[src/rtl/m_sum_acc_if.sv]
// Handshake bundle between the ripple adder, the sum accumulator and its consumer.
// slave is the accumulator side; master is the upstream/downstream driver side.
interface m_sum_acc_if #(
    parameter int IN_W  = 4,
    parameter int ACC_W = 8,
    parameter int COUNT = 4,
    parameter int CNT_W = $clog2(COUNT + 1)
);
    logic             w_in_valid;
    logic [IN_W-1:0]  w_in_data;
    logic             w_in_ready;
    logic             w_flush;
    logic             w_out_valid;
    logic [ACC_W-1:0] w_out_sum;
    logic             w_out_ovf;
    logic [CNT_W-1:0] w_out_cnt;
    logic             w_out_ready;

    modport slave (
        input  w_in_valid,
        input  w_in_data,
        output w_in_ready,
        input  w_flush,
        output w_out_valid,
        output w_out_sum,
        output w_out_ovf,
        output w_out_cnt,
        input  w_out_ready
    );

    modport master (
        output w_in_valid,
        output w_in_data,
        input  w_in_ready,
        output w_flush,
        input  w_out_valid,
        input  w_out_sum,
        input  w_out_ovf,
        input  w_out_cnt,
        output w_out_ready
    );
endinterface

[src/rtl/m_sum_acc.sv]
// Accumulates COUNT adder sums (or a flushed partial group) into one registered result.
// Define SUM_ACC_SATURATE_EN to clamp overflowing groups to all-ones instead of wrapping.
module m_sum_acc #(
    parameter int IN_W  = 4,
    parameter int ACC_W = 8,
    parameter int COUNT = 4,
    parameter int CNT_W = $clog2(COUNT + 1)
) (
    input  logic         w_clk,
    input  logic         w_rst,
    m_sum_acc_if.slave   sum_bus
);

    localparam logic [CNT_W-1:0] LAST_BEAT = CNT_W'(COUNT - 1);

    logic [ACC_W-1:0] r_acc;
    logic [CNT_W-1:0] r_cnt;
    logic             r_ovf;

    logic             r_out_valid;
    logic [ACC_W-1:0] r_out_sum;
    logic             r_out_ovf;
    logic [CNT_W-1:0] r_out_cnt;

    logic             in_ready;
    logic             in_fire;
    logic             out_fire;
    logic             at_last;
    logic             close;
    logic [ACC_W:0]   nsum;
    logic             carry;
    logic             ovf_step;
    logic [ACC_W-1:0] acc_step;
    logic [ACC_W-1:0] grp_sum;
    logic             grp_ovf;
    logic [CNT_W-1:0] grp_cnt;

    // A flush is only honoured when in_ready is high, so a blocked flush cannot
    // overwrite a result that is still waiting for the consumer.
    always_comb begin
        at_last  = (r_cnt == LAST_BEAT);
        in_ready = !(r_out_valid && !sum_bus.w_out_ready && (at_last || sum_bus.w_flush));
        in_fire  = sum_bus.w_in_valid && in_ready;
        out_fire = r_out_valid && sum_bus.w_out_ready;
        close    = (in_fire && at_last)
                 || (sum_bus.w_flush && in_ready && (in_fire || (r_cnt != '0)));
    end

    always_comb begin
        nsum     = {1'b0, r_acc} + (ACC_W + 1)'(sum_bus.w_in_data);
        carry    = nsum[ACC_W];
        ovf_step = r_ovf | carry;
`ifdef SUM_ACC_SATURATE_EN
        // Once saturated, any further beat either carries again or adds zero to all-ones.
        acc_step = ovf_step ? {ACC_W{1'b1}} : nsum[ACC_W-1:0];
`else
        acc_step = nsum[ACC_W-1:0];
`endif
        grp_sum  = in_fire ? acc_step : r_acc;
        grp_ovf  = in_fire ? ovf_step : r_ovf;
        grp_cnt  = r_cnt + CNT_W'(in_fire);
    end

    always_ff @(posedge w_clk) begin
        if (w_rst) begin
            r_acc <= '0;
            r_cnt <= '0;
            r_ovf <= 1'b0;
        end else if (close) begin
            r_acc <= '0;
            r_cnt <= '0;
            r_ovf <= 1'b0;
        end else if (in_fire) begin
            r_acc <= acc_step;
            r_cnt <= r_cnt + CNT_W'(1);
            r_ovf <= ovf_step;
        end
    end

    // Loading a new result while the old one is taken keeps valid high with no bubble.
    always_ff @(posedge w_clk) begin
        if (w_rst) begin
            r_out_valid <= 1'b0;
            r_out_sum   <= '0;
            r_out_ovf   <= 1'b0;
            r_out_cnt   <= '0;
        end else if (close) begin
            r_out_valid <= 1'b1;
            r_out_sum   <= grp_sum;
            r_out_ovf   <= grp_ovf;
            r_out_cnt   <= grp_cnt;
        end else if (out_fire) begin
            r_out_valid <= 1'b0;
        end
    end

    assign sum_bus.w_in_ready  = in_ready;
    assign sum_bus.w_out_valid = r_out_valid;
    assign sum_bus.w_out_sum   = r_out_sum;
    assign sum_bus.w_out_ovf   = r_out_ovf;
    assign sum_bus.w_out_cnt   = r_out_cnt;

endmodule
[src/flat_wrapper.sv]
// flat-port wrapper written by rule: the top's interface ports become plain ports
module m_sum_acc_flat 
#(
    parameter int IN_W  = 4,
    parameter int ACC_W = 8,
    parameter int COUNT = 4,
    parameter int CNT_W = $clog2(COUNT + 1)
)
  (w_clk, w_rst, sum_bus_w_in_valid, sum_bus_w_in_data, sum_bus_w_in_ready, sum_bus_w_flush, sum_bus_w_out_valid, sum_bus_w_out_sum, sum_bus_w_out_ovf, sum_bus_w_out_cnt, sum_bus_w_out_ready);
  m_sum_acc_if #(.IN_W(IN_W), .ACC_W(ACC_W), .COUNT(COUNT), .CNT_W(CNT_W)) sum_bus_i ();
  input  logic w_clk;
  input  logic w_rst;
  input wire logic [$bits(sum_bus_i.w_in_valid)-1:0] sum_bus_w_in_valid;
  input wire logic [$bits(sum_bus_i.w_in_data)-1:0] sum_bus_w_in_data;
  output wire logic [$bits(sum_bus_i.w_in_ready)-1:0] sum_bus_w_in_ready;
  input wire logic [$bits(sum_bus_i.w_flush)-1:0] sum_bus_w_flush;
  output wire logic [$bits(sum_bus_i.w_out_valid)-1:0] sum_bus_w_out_valid;
  output wire logic [$bits(sum_bus_i.w_out_sum)-1:0] sum_bus_w_out_sum;
  output wire logic [$bits(sum_bus_i.w_out_ovf)-1:0] sum_bus_w_out_ovf;
  output wire logic [$bits(sum_bus_i.w_out_cnt)-1:0] sum_bus_w_out_cnt;
  input wire logic [$bits(sum_bus_i.w_out_ready)-1:0] sum_bus_w_out_ready;
  assign sum_bus_i.w_in_valid = sum_bus_w_in_valid;
  assign sum_bus_i.w_in_data = sum_bus_w_in_data;
  assign sum_bus_w_in_ready = sum_bus_i.w_in_ready;
  assign sum_bus_i.w_flush = sum_bus_w_flush;
  assign sum_bus_w_out_valid = sum_bus_i.w_out_valid;
  assign sum_bus_w_out_sum = sum_bus_i.w_out_sum;
  assign sum_bus_w_out_ovf = sum_bus_i.w_out_ovf;
  assign sum_bus_w_out_cnt = sum_bus_i.w_out_cnt;
  assign sum_bus_i.w_out_ready = sum_bus_w_out_ready;
  m_sum_acc #(.IN_W(IN_W), .ACC_W(ACC_W), .COUNT(COUNT), .CNT_W(CNT_W)) u_core (.w_clk(w_clk), .w_rst(w_rst), .sum_bus(sum_bus_i));
endmodule
[config.mk]
export PLATFORM = sky130hd
export DESIGN_NAME = m_sum_acc_flat
export DESIGN_NICKNAME = d
export VERILOG_FILES = /design/src/rtl/m_sum_acc_if.sv /design/src/rtl/m_sum_acc.sv /design/src/flat_wrapper.sv
export SDC_FILE = /design/constraint.sdc
export NUM_CORES = 1
export LEC_CHECK = 0
export BUFFER_PORTS_ARGS = -buffer_cell sky130_fd_sc_hd__buf_2
export CORE_UTILIZATION = 26
export DETAILED_ROUTE_END_ITERATION = 16
export GPL_TIMING_DRIVEN = 0
export PLACE_DENSITY = 0.43
export SYNTH_ARGS = -nofsm -noshare
export SYNTH_HDL_FRONTEND = slang
export SYNTH_SLANG_ARGS = --single-unit
[constraint.sdc]
create_clock -name w_clk -period 2.9 [get_ports w_clk]
set_input_delay 0.87 -clock w_clk [delete_from_list [all_inputs] [get_ports w_clk]]
set_output_delay 0.87 -clock w_clk [all_outputs]
set_load 0.1 [all_outputs]
==> results of run 1 <==
-- cell type report --
| cell class | count | area [µm²] | share of cell area (%) |
|---|---|---|---|
| multi-input combinational | 80 | 614.3 | 44.31 |
| sequential | 25 | 500.5 | 36.10 |
| timing repair buffer | 22 | 110.1 | 7.942 |
| tap | 50 | 62.56 | 4.513 |
| clock buffer | 3 | 41.29 | 2.978 |
| inverter | 8 | 35.03 | 2.527 |
| buffer | 3 | 17.52 | 1.264 |
| clock inverter | 1 | 5.005 | 0.3610 |
-- worst reg2reg max path, cell delays in order (launching register included) --
cell,delay [ns]
dfxtp_1,0.40
ha_1,0.17
ha_1,0.24
nor2_4,0.09
o21ai_4,0.36
inv_6,0.08
ha_1,0.19
ha_1,0.18
xor2_1,0.14
a22o_1,0.17
-- through the flow --
step | utilization, % | setup WS (ns) | cell area [µm²]
after detailed placement | 32.34 | 0.3462 | 1340
after global placement | 32.34 | 0.3335 | 1340
after global routing | 33.45 | 0.3145 | 1386
after floorplan | - | 0.3550 | 1167
final | 33.45 | 0.3765 | 1386
after CTS | 33.45 | 0.3677 | 1386
-- routing by layer --
metal / vias to the layer above / routed length (µm) / track usage, %
met4: 0 / 33 / 5.357
met1: 390 / 1165 / 13.84
met5: - / 0 / 0
li1: 459 / - / -
met3: 2 / 118 / 3.618
met2: 22 / 1007 / 18.33
-- sequential cells by signal, summed over array words and instances (netlist names) --
register / count
u_core.r_acc: 8
u_core.sum_bus.w_out_sum: 8
u_core.r_cnt: 3
u_core.sum_bus.w_out_cnt: 3
u_core.r_ovf: 1
u_core.sum_bus.w_out_ovf: 1
u_core.sum_bus.w_out_valid: 1
-- report_power, final --
group	internal [µW]	switching [µW]	total (µW)	leakage (µW)
sequential	358	9.62	368	0.000203
clock	96.1	109	205	0.0000255
combinational	44.5	114	158	0.000374
-- Yosys cell counts (2+ instances only) --
master	instances	area (µm²)
dfxtp_1	25	500.5
and2b_1	2	15.01
o21ai_0	4	20.02
buf_2	2	10.01
a22o_1	4	35.03
o2bb2ai_1	8	70.07
nand2_1	3	11.26
a211oi_1	3	22.52
xnor2_1	3	26.28
nand2b_1	3	18.77
ha_1	9	112.6
xor2_1	3	26.28
nor2_1	14	52.55
a21oi_1	4	20.02
inv_1	7	26.28
-- cell families (layout without fill, tap and decap cells) --
family	count (synthesis)	after routing	share of synthesized area, %
compound gates	32	32	21.61
simple gates	31	31	14.09
flops	25	25	43.01
buf+inv	11	37	4.517
fa+ha+maj	10	10	11.40
xor+xnor	6	6	4.517
mux	1	1	0.8602
-- how the worst max path moves through the flow --
stage                                               end  slack, ns                          from  cells past startpoint
2_1_floorplan                        sum_bus_w_in_ready       0.36               sum_bus_w_flush                      1
3_3_place_gp   u_core.sum_bus.w_out_sum[6]$_SDFFE_PP0P_       0.33          sum_bus_w_in_data[0]                      9
3_5_place_dp   u_core.sum_bus.w_out_sum[6]$_SDFFE_PP0P_       0.35          sum_bus_w_in_data[0]                      9
4_1_cts                              sum_bus_w_in_ready       0.37           sum_bus_w_out_ready                      4
5_1_grt                              sum_bus_w_in_ready       0.31  u_core.r_cnt[0]$_SDFFE_PP0N_                      4
6_report                             sum_bus_w_in_ready       0.38           sum_bus_w_out_ready                      4
==> flow_metrics.env, run 1 <==
export IMPL_status="complete, no violations"
export IMPL_cp_common_cell="buf_2"
export IMPL_setup_violations=0
export IMPL_port_buffers=22
export IMPL_grtUsageTotal_pct=11.44
export IMPL_io_pins=23
export IMPL_critPathMaxFanout=3
export IMPL_critPathSlowestCell="buf_2"
export IMPL_final_hold_violation_count=0
export IMPL_wl_per_cell_um=12.11
export IMPL_drv_cap=0
export IMPL_start_util_pct=28.08
export IMPL_drt_pass1_iter_count=4
export IMPL_die_area_um2=4747
export IMPL_cp_num_buf_inv=2
export IMPL_cts_root_buf="clkbuf_8"
export IMPL_fin_setup_tns_ns=0
export IMPL_drc=0
export IMPL_ys_warnings_count=0
export IMPL_dp_cells=188
export IMPL_cts_buffer_depth=2
export IMPL_min_from="u_core.sum_bus.w_out_sum[0]$_SDFFE_PP0P_"
export IMPL_grt_pass1_wl_um=3891
export IMPL_layout_commonest_cell="dfxtp_1"
export IMPL_grt_antenna_before_repair=0
export IMPL_final_layout_size_suffix_gt1_share_pct=26.76
export IMPL_ctsResizeCount=0
export IMPL_rr_startpoint="u_core.r_cnt[0]$_SDFFE_PP0N_"
export IMPL_num_antenna_cells=0
export IMPL_vdd_drop_max_v=0.0002082
export IMPL_wirelength_um=2325
export IMPL_leakage_uw=0.0006024
export IMPL_fillCellCount=456
export IMPL_cts_made_buffers=3
export IMPL_critPathMaxStageDelay_ns=0.43
export IMPL_final_cell_mix="25 x dfxtp_1, 24 x buf_2, 14 x nor2_1"
export IMPL_netlist_instances=116
export IMPL_die_w_um=68.90
export IMPL_cts_tree="done"
export IMPL_grt_overflow_total=0
export IMPL_rrSetupSlack_ns=0.79
export IMPL_cp_required_ns=2.03
export IMPL_crit_path_end_kind="primary output"
export IMPL_setup_worst_path_class="in -> out"
export IMPL_synth_edf_count=0
export IMPL_gp_congestion=0.7456
export IMPL_synth_top_flop_cell="dfxtp_1"
export IMPL_vias_per_cell=4.547
export IMPL_post_route_min_period_ns=2.523
export IMPL_finalClockSkew_ns=0.004103
export IMPL_die_y_um=68.90
export IMPL_synth_seq_area_share_pct=43.01
export IMPL_timing_fmax_mhz=396.3
export IMPL_min_path_type="reg -> reg"
export IMPL_hold_path_end="u_core.sum_bus.w_out_sum[0]$_SDFFE_PP0P_"
export IMPL_postCtsSetupRepairBufs=0
export IMPL_power_uw=730.8
export IMPL_whs_path_depth=1
export IMPL_rsz0062_at_grt="false"
export IMPL_clk_pin_slew_ns=0.08
export IMPL_postCtsHoldBufs=0
export IMPL_reg2reg_depth=9
export IMPL_dp_hpwl_um=1793
export IMPL_worstMarginPinSlew_ns=0.6768
export IMPL_syn_area_per_cell_um2=10.03
export IMPL_cp_cell_sequence="buf_2, and2b_1, o21ai_2, buf_2"
export IMPL_cts_htree_levels=1
export IMPL_cts_sinks=25
export IMPL_setup_worst_path_start_class="input pin"
export IMPL_cp_arrival_ns=1.65
export IMPL_layout_cells_non_filler=192
export IMPL_whs_ns=0.4598
export IMPL_async_flop_share_pct=0
export IMPL_yosysUniqueCellTypes=37
export IMPL_fin_crit_sh_pct=87.02
export IMPL_synth_nets=135
export IMPL_area_growth_pct=19.14
export IMPL_ys_ff_latch=25
export IMPL_r2r_end="u_core.sum_bus.w_out_cnt[2]$_SDFFE_PP0P_"
export IMPL_final_max_slew_viol_count=0
export IMPL_worstSkewPairLatency_ns=0.27
export IMPL_maxSlewHeadroom_pct=54.47
export IMPL_critPathTopFamily="buffers and inverters"
export IMPL_rows=23
export IMPL_num_vias=873
export IMPL_drt_antenna_violating_nets=0
export IMPL_grt_max_degree=15
export IMPL_synth_area_um2=1164
export IMPL_nets=162
export IMPL_drt_iter0_markers=42
export IMPL_grt_pass1_vias=858
export IMPL_core_area_um2=4144
export IMPL_power_density_nw_per_um2=527.2
Power figures use the tool's default switching activity.
==> run 2: changes to the inputs <==
--- a/config.mk
+++ b/config.mk
@@ -6,10 +6,10 @@
 export NUM_CORES = 1
 export LEC_CHECK = 0
 export BUFFER_PORTS_ARGS = -buffer_cell sky130_fd_sc_hd__buf_2
-export CORE_UTILIZATION = 26
+export CORE_UTILIZATION = 53
 export DETAILED_ROUTE_END_ITERATION = 16
 export GPL_TIMING_DRIVEN = 0
-export PLACE_DENSITY = 0.43
+export PLACE_DENSITY = 0.76
 export SYNTH_ARGS = -nofsm -noshare
 export SYNTH_HDL_FRONTEND = slang
 export SYNTH_SLANG_ARGS = --single-unit
==> constraint.sdc (replaced) <==
create_clock -name w_clk -period 2.9 [get_ports w_clk]
set_input_delay 0.87 -clock w_clk [delete_from_list [all_inputs] [get_ports w_clk]]
set_output_delay 0.87 -clock w_clk [all_outputs]
set_load 0.02 [all_outputs]
==> run 2 against run 1 <==
Register-to-register slack about the same. Worst setup slack better by 0.19 ns. Flip-flop and latch count unchanged. First-iteration DRC count down 57%. Final cell count down 12%. Fmax up 8.3%. Highest routed layer unchanged.
==> flow_metrics.env, run 2 (synthesis gave the netlist of run 1 again) <==
export IMPL_fillCellCount=177
export IMPL_io_pins=23
export IMPL_critPathMaxStageDelay_ns=0.38
export IMPL_grt_max_degree=15
export IMPL_setup_worst_path_start_class="flip-flop"
export IMPL_finalClockSkew_ns=0.002704
export IMPL_start_util_pct=57.55
export IMPL_vias_per_cell=5.249
export IMPL_cts_tree="done"
export IMPL_setup_worst_path_class="reg -> out"
export IMPL_rows=16
export IMPL_core_area_um2=2022
export IMPL_rsz0062_at_grt="false"
export IMPL_drv_cap=0
export IMPL_drc=0
export IMPL_num_vias=887
export IMPL_post_route_min_period_ns=2.331
export IMPL_final_hold_violation_count=0
export IMPL_area_growth_pct=14.73
export IMPL_final_cell_mix="25 x dfxtp_1, 24 x buf_2, 14 x nor2_1"
export IMPL_r2r_end="u_core.sum_bus.w_out_cnt[2]$_SDFFE_PP0P_"
export IMPL_power_density_nw_per_um2=472.9
export IMPL_cts_buffer_depth=2
export IMPL_setup_violations=0
export IMPL_crit_path_end_kind="primary output"
export IMPL_num_antenna_cells=0
export IMPL_whs_ns=0.4735
export IMPL_grtUsageTotal_pct=21.30
export IMPL_cp_arrival_ns=1.46
export IMPL_status="complete, no violations"
export IMPL_rr_startpoint="u_core.r_cnt[0]$_SDFFE_PP0N_"
export IMPL_final_layout_size_suffix_gt1_share_pct=26.06
export IMPL_critPathSlowestCell="dfxtp_1"
export IMPL_cp_startpoint="u_core.r_cnt[0]$_SDFFE_PP0N_"
export IMPL_layout_cells_non_filler=169
export IMPL_maxSlewHeadroom_pct=48.75
export IMPL_nets=162
export IMPL_vdd_drop_max_v=0.0003159
export IMPL_rrSetupSlack_ns=0.78
export IMPL_drt_antenna_violating_nets=0
export IMPL_die_area_um2=2387
export IMPL_grt_antenna_before_repair=0
export IMPL_final_max_slew_viol_count=0
export IMPL_port_buffers=22
export IMPL_min_path_type="reg -> reg"
export IMPL_wl_per_cell_um=12.60
export IMPL_wirelength_um=2130
export IMPL_timing_fmax_mhz=429.1
export IMPL_fin_crit_sh_pct=80.37
export IMPL_postCtsSetupRepairBufs=0
export IMPL_worstMarginPinSlew_ns=0.7618
export IMPL_leakage_uw=0.0005943
export IMPL_path_depth=4
export IMPL_cts_made_buffers=3
export IMPL_grt_pass1_wl_um=3905
export IMPL_layout_commonest_cell="dfxtp_1"
export IMPL_critPathTopFamily="adder cells"
export IMPL_drt_iter0_markers=18
export IMPL_cp_required_ns=2.03
export IMPL_die_y_um=48.86
export IMPL_cp_num_buf_inv=1
export IMPL_power_uw=631.3
export IMPL_ctsResizeCount=0
export IMPL_grt_overflow_total=0
export IMPL_cts_root_buf="clkbuf_4"
export IMPL_gp_congestion=0.7575
export IMPL_dp_cells=165
export IMPL_drt_pass1_iter_count=4
export IMPL_cp_cell_sequence="ha_1, ha_1, o21ai_0, buf_2"
export IMPL_die_w_um=48.86
export IMPL_fin_setup_tns_ns=0
export IMPL_reg2reg_depth=9
export IMPL_cts_htree_levels=1
export IMPL_critPathMaxFanout=4
export IMPL_worstSkewPairLatency_ns=0.31
export IMPL_dp_hpwl_um=1565
export IMPL_cp_common_cell="ha_1"
export IMPL_grt_pass1_vias=889
export IMPL_endpoint="sum_bus_w_in_ready"
export IMPL_cts_sinks=25
export IMPL_clk_pin_slew_ns=0.13
export IMPL_postCtsHoldBufs=0
[run 2: cell types whose count changed in the layout (fill, tap and decap cells not counted)]
cell / change
clkbuf_8: -3
o21ai_2: -1
o21ai_0: +1
clkbuf_4: +3
[run 2: worst register-to-register path, cell delays in order, from the launching register on]
cell	delay [ns]
dfxtp_1	0.43
ha_1	0.17
ha_1	0.20
nor2_4	0.08
o21ai_4	0.35
inv_6	0.08
ha_1	0.21
ha_1	0.20
xor2_1	0.14
a22o_1	0.17
[run 2: final cells by class]
| type | instances | area [µm²] | area share [%] |
|---|---|---|---|
| clock inverter | 1 | 5.005 | 0.3749 |
| multi-input combinational | 80 | 610.6 | 45.74 |
| timing repair buffer | 22 | 110.1 | 8.247 |
| inverter | 8 | 35.03 | 2.624 |
| sequential | 25 | 500.5 | 37.49 |
| tap | 27 | 33.78 | 2.530 |
| clock buffer | 3 | 22.52 | 1.687 |
| buffer | 3 | 17.52 | 1.312 |
[run 2: worst min path at each step]
stage	endpoint	slack (ns)	from	cells after the start
6_report	u_core.sum_bus.w_out_sum[7]$_SDFFE_PP0P_	0.47	u_core.sum_bus.w_out_sum[7]$_SDFFE_PP0P_	1
3_5_place_dp	u_core.sum_bus.w_out_sum[5]$_SDFFE_PP0P_	0.44	u_core.sum_bus.w_out_sum[5]$_SDFFE_PP0P_	1
5_1_grt	u_core.sum_bus.w_out_sum[4]$_SDFFE_PP0P_	0.50	u_core.sum_bus.w_out_sum[4]$_SDFFE_PP0P_	1
3_3_place_gp	u_core.sum_bus.w_out_sum[4]$_SDFFE_PP0P_	0.44	u_core.sum_bus.w_out_sum[4]$_SDFFE_PP0P_	1
4_1_cts	u_core.sum_bus.w_out_sum[7]$_SDFFE_PP0P_	0.48	u_core.sum_bus.w_out_sum[7]$_SDFFE_PP0P_	1
2_1_floorplan	u_core.r_ovf$_SDFF_PP0_	0.44	u_core.r_ovf$_SDFF_PP0_	2
[run 2: stage by stage]
stage               utilization, %  area (µm²)  worst slack [ns]
CTS                          66.03        1335            0.5621
global route                 66.03        1335            0.4113
global placement             64.67        1308            0.3738
finish                       66.03        1335            0.5693
detailed placement           64.67        1308            0.3462
floorplan                        -        1164            0.5802
[run 2: per-layer routing]
| metal | up-vias | part of all wire, % | global-route usage (%) |
|---|---|---|---|
| met2 | 17 | 48 | 37.04 |
| met3 | 2 | 3.5 | 3.738 |
| li1 | 461 | - | - |
| met4 | 0 | 0.61 | 5.882 |
| met1 | 407 | 48 | 26.97 |
| met5 | - | 0 | 0 |
[run 2: report_power, final]
part	internal [µW]	total, µW	switching, µW
sequential	358	369	10.2
combinational	44.6	112	67.0
clock	51.6	151	99.7
==> run 3: changes to the inputs <==
--- a/config.mk
+++ b/config.mk
@@ -6,10 +6,10 @@
 export NUM_CORES = 1
 export LEC_CHECK = 0
 export BUFFER_PORTS_ARGS = -buffer_cell sky130_fd_sc_hd__buf_2
-export CORE_UTILIZATION = 53
+export CORE_UTILIZATION = 48
 export DETAILED_ROUTE_END_ITERATION = 16
 export GPL_TIMING_DRIVEN = 0
-export PLACE_DENSITY = 0.76
+export PLACE_DENSITY = 0.73
 export SYNTH_ARGS = -nofsm -noshare
 export SYNTH_HDL_FRONTEND = slang
 export SYNTH_SLANG_ARGS = --single-unit
==> constraint.sdc (replaced) <==
create_clock -name w_clk -period 2.1 [get_ports w_clk]
set_input_delay 0.63 -clock w_clk [delete_from_list [all_inputs] [get_ports w_clk]]
set_output_delay 0.63 -clock w_clk [all_outputs]
set_load 0.02 [all_outputs]
==> run 3 against run 2 <==
Cell area rose by 1.9%. Global-route usage fell by 1.9 points. Combinational power rose by 45%. Largest power group unchanged. Non-clock buffer count rose by 2.
==> flow_metrics.env, run 3 (synthesis gave the netlist of run 1 again) <==
export IMPL_cts_root_buf="clkbuf_4"
export IMPL_leakage_uw=0.0006032
export IMPL_power_switching_uw=256.1
export IMPL_num_antenna_cells=0
export IMPL_wl_per_cell_um=13.27
export IMPL_wirelength_um=2283
export IMPL_cts_made_buffers=3
export IMPL_maxSlewHeadroom_pct=49.44
export IMPL_final_cell_mix="24 x buf_2, 23 x dfxtp_1, 14 x nor2_1"
export IMPL_p_int_uw=638.4
export IMPL_die_area_um2=2625
export IMPL_drt_pass1_iter_count=5
export IMPL_die_w_um=51.24
export IMPL_setup_violations=0
export IMPL_cts_buffer_depth=2
export IMPL_min_from="u_core.sum_bus.w_out_sum[7]$_SDFFE_PP0P_"
export IMPL_final_max_slew_viol_count=0
export IMPL_grt_pass1_wl_um=3739
export IMPL_reg2reg_depth=9
export IMPL_use_met3_pct=3.571
export IMPL_final_hold_violation_count=0
export IMPL_grt_overflow_total=0
export IMPL_drt_antenna_violating_nets=0
export IMPL_regArea_um2=503.0
export IMPL_min_path_type="reg -> reg"
export IMPL_hold_path_end="u_core.sum_bus.w_out_sum[7]$_SDFFE_PP0P_"
export IMPL_drv_cap=0
export IMPL_die_y_um=51.24
export IMPL_rsz0062_at_grt="false"
export IMPL_core_area_um2=2255
export IMPL_clock_power_share_pct=24.9
export IMPL_postCtsHoldBufs=0
export IMPL_final_util_pct=60.32
export IMPL_worstMarginPinSlew_ns=0.7515
export IMPL_power_density_nw_per_um2=657.7
export IMPL_post_route_min_period_ns=2.031
export IMPL_setup_worst_path_class="reg -> out"
export IMPL_vdd_drop_max_v=0.0004851
export IMPL_rr_startpoint="u_core.r_cnt[0]$_SDFFE_PP0N_"
export IMPL_rrSetupSlack_ns=0.16
export IMPL_fillCellCount=215
export IMPL_finalClockSkew_ns=0.005093
export IMPL_port_buffers=22
export IMPL_final_layout_size_suffix_gt1_share_pct=29.17
export IMPL_p_sw_share_pct=28.63
export IMPL_pwr_share_seq_pct=57.0
export IMPL_whs_ns=0.4758
export IMPL_timing_fmax_mhz=492.3
export IMPL_vias_per_cell=5.372
export IMPL_rows=17
export IMPL_multiInputGateArea_um2=613.1
export IMPL_worstSkewPairLatency_ns=0.31
export IMPL_crit_path_end_kind="primary output"
export IMPL_busiest_layer="met2"
export IMPL_critPathMaxFanout=4
export IMPL_r2r_end="u_core.sum_bus.w_out_cnt[2]$_SDFFE_PP0P_"
export IMPL_met1_usage_pct=24.31
export IMPL_start_util_pct=51.61
export IMPL_dp_hpwl_um=1737
export IMPL_gp_congestion=0.7844
export IMPL_cp_required_ns=1.47
export IMPL_io_pins=23
export IMPL_pwr_share_comb_pct=18.2
export IMPL_status="complete, no violations"
export IMPL_use_met2_pct=32.46
export IMPL_nets=164
export IMPL_grt_max_degree=17
export IMPL_fin_setup_tns_ns=0
export IMPL_fin_crit_sh_pct=96.72
export IMPL_drt_iter0_markers=13
export IMPL_cts_sinks=25
export IMPL_cts_htree_levels=1
export IMPL_setup_worst_path_start_class="flip-flop"
export IMPL_whs_path_depth=1
export IMPL_drc=0
export IMPL_grt_pass1_vias=880
export IMPL_cp_arrival_ns=1.40
export IMPL_grtUsageTotal_pct=19.39
export IMPL_num_vias=924
export IMPL_grt_antenna_before_repair=0
export IMPL_dp_cells=166
export IMPL_cts_tree="done"
export IMPL_layout_commonest_cell="buf_2"
export IMPL_layout_cells_non_filler=172
export IMPL_clk_pin_slew_ns=0.14
export IMPL_area_growth_pct=16.88
run 3: cell types whose count changed in the layout (fill, tap and decap cells not counted):
cell	before	now
ha_2	0	1
inv_6	1	2
ha_1	9	8
buf_4	1	3
dfxtp_2	0	2
clkinv_2	1	0
dfxtp_1	25	23
o21ai_0	4	3
o21ai_1	1	2
run 3: stage by stage:
step | cell area [µm²] | worst slack [ns] | total power [µW]
after floorplan | 1164 | 0.02018 | 628.4
after global placement | 1309 | -0.1794 | 668.8
after detailed placement | 1309 | -0.2640 | 677.2
after CTS | 1341 | 0.006376 | 898.4
after global routing | 1360 | 0.0009147 | 942.6
final | 1360 | 0.06889 | 894.5
run 3: how the worst max path moves through the flow:
| stage | startpoint | end | slack, ns |
|---|---|---|---|
| detailed placement | sum_bus_w_in_data[0] | u_core.sum_bus.w_out_sum[6]$_SDFFE_PP0P_ | -0.26 |
| CTS | u_core.r_cnt[0]$_SDFFE_PP0N_ | sum_bus_w_in_ready | 0.006 |
| finish | u_core.r_cnt[0]$_SDFFE_PP0N_ | sum_bus_w_in_ready | 0.07 |
| global placement | sum_bus_w_in_data[0] | u_core.sum_bus.w_out_sum[6]$_SDFFE_PP0P_ | -0.18 |
| floorplan | sum_bus_w_in_data[0] | u_core.sum_bus.w_out_sum[6]$_SDFFE_PP0P_ | 0.02 |
| global route | u_core.r_cnt[0]$_SDFFE_PP0N_ | sum_bus_w_in_ready | 0.0009 |
run 3: power by group through the flow:
stage | registers (µW) | clock network, µW | logic, µW
finish | 510 | 222 | 162
global route | 513 | 247 | 182
CTS | 509 | 230 | 159
detailed placement | 519 | 0 | 158
global placement | 518 | 0 | 151
floorplan | 529 | 0 | 99.2
run 3: critical path: stages, from the launching register on:
cell and delay [ns]:
dfxtp_2 0.37, ha_1 0.19, ha_1 0.21, o21ai_1 0.14, buf_2 0.17
run 3: final cells by class:
cell class | count | share of cell area (%)
Buffer | 3 | 1.288
Clock buffer | 3 | 1.656
Clock inverter | 1 | 0.6440
Inverter | 8 | 2.576
Multi-Input combinational cell | 80 | 45.08
Sequential cell | 25 | 36.98
Tap cell | 28 | 2.576
Timing Repair Buffer | 24 | 9.200
run 3: what timing repair did:
action                     4_1_cts  5_1_grt
setup endpoints to repair        1        5
pin swaps                        0        3
resized for setup                1        3
setup buffers                    0        2
run 3: layer usage:
metal  wire length, µm  share of wire [%]  vias to the layer above
li1                  -                  -                      469
met1              1027                 45                      432
met2              1160                 51                       19
met3                61                2.7                        4
met4                34                1.5                        0
met5                 0                  0                        -
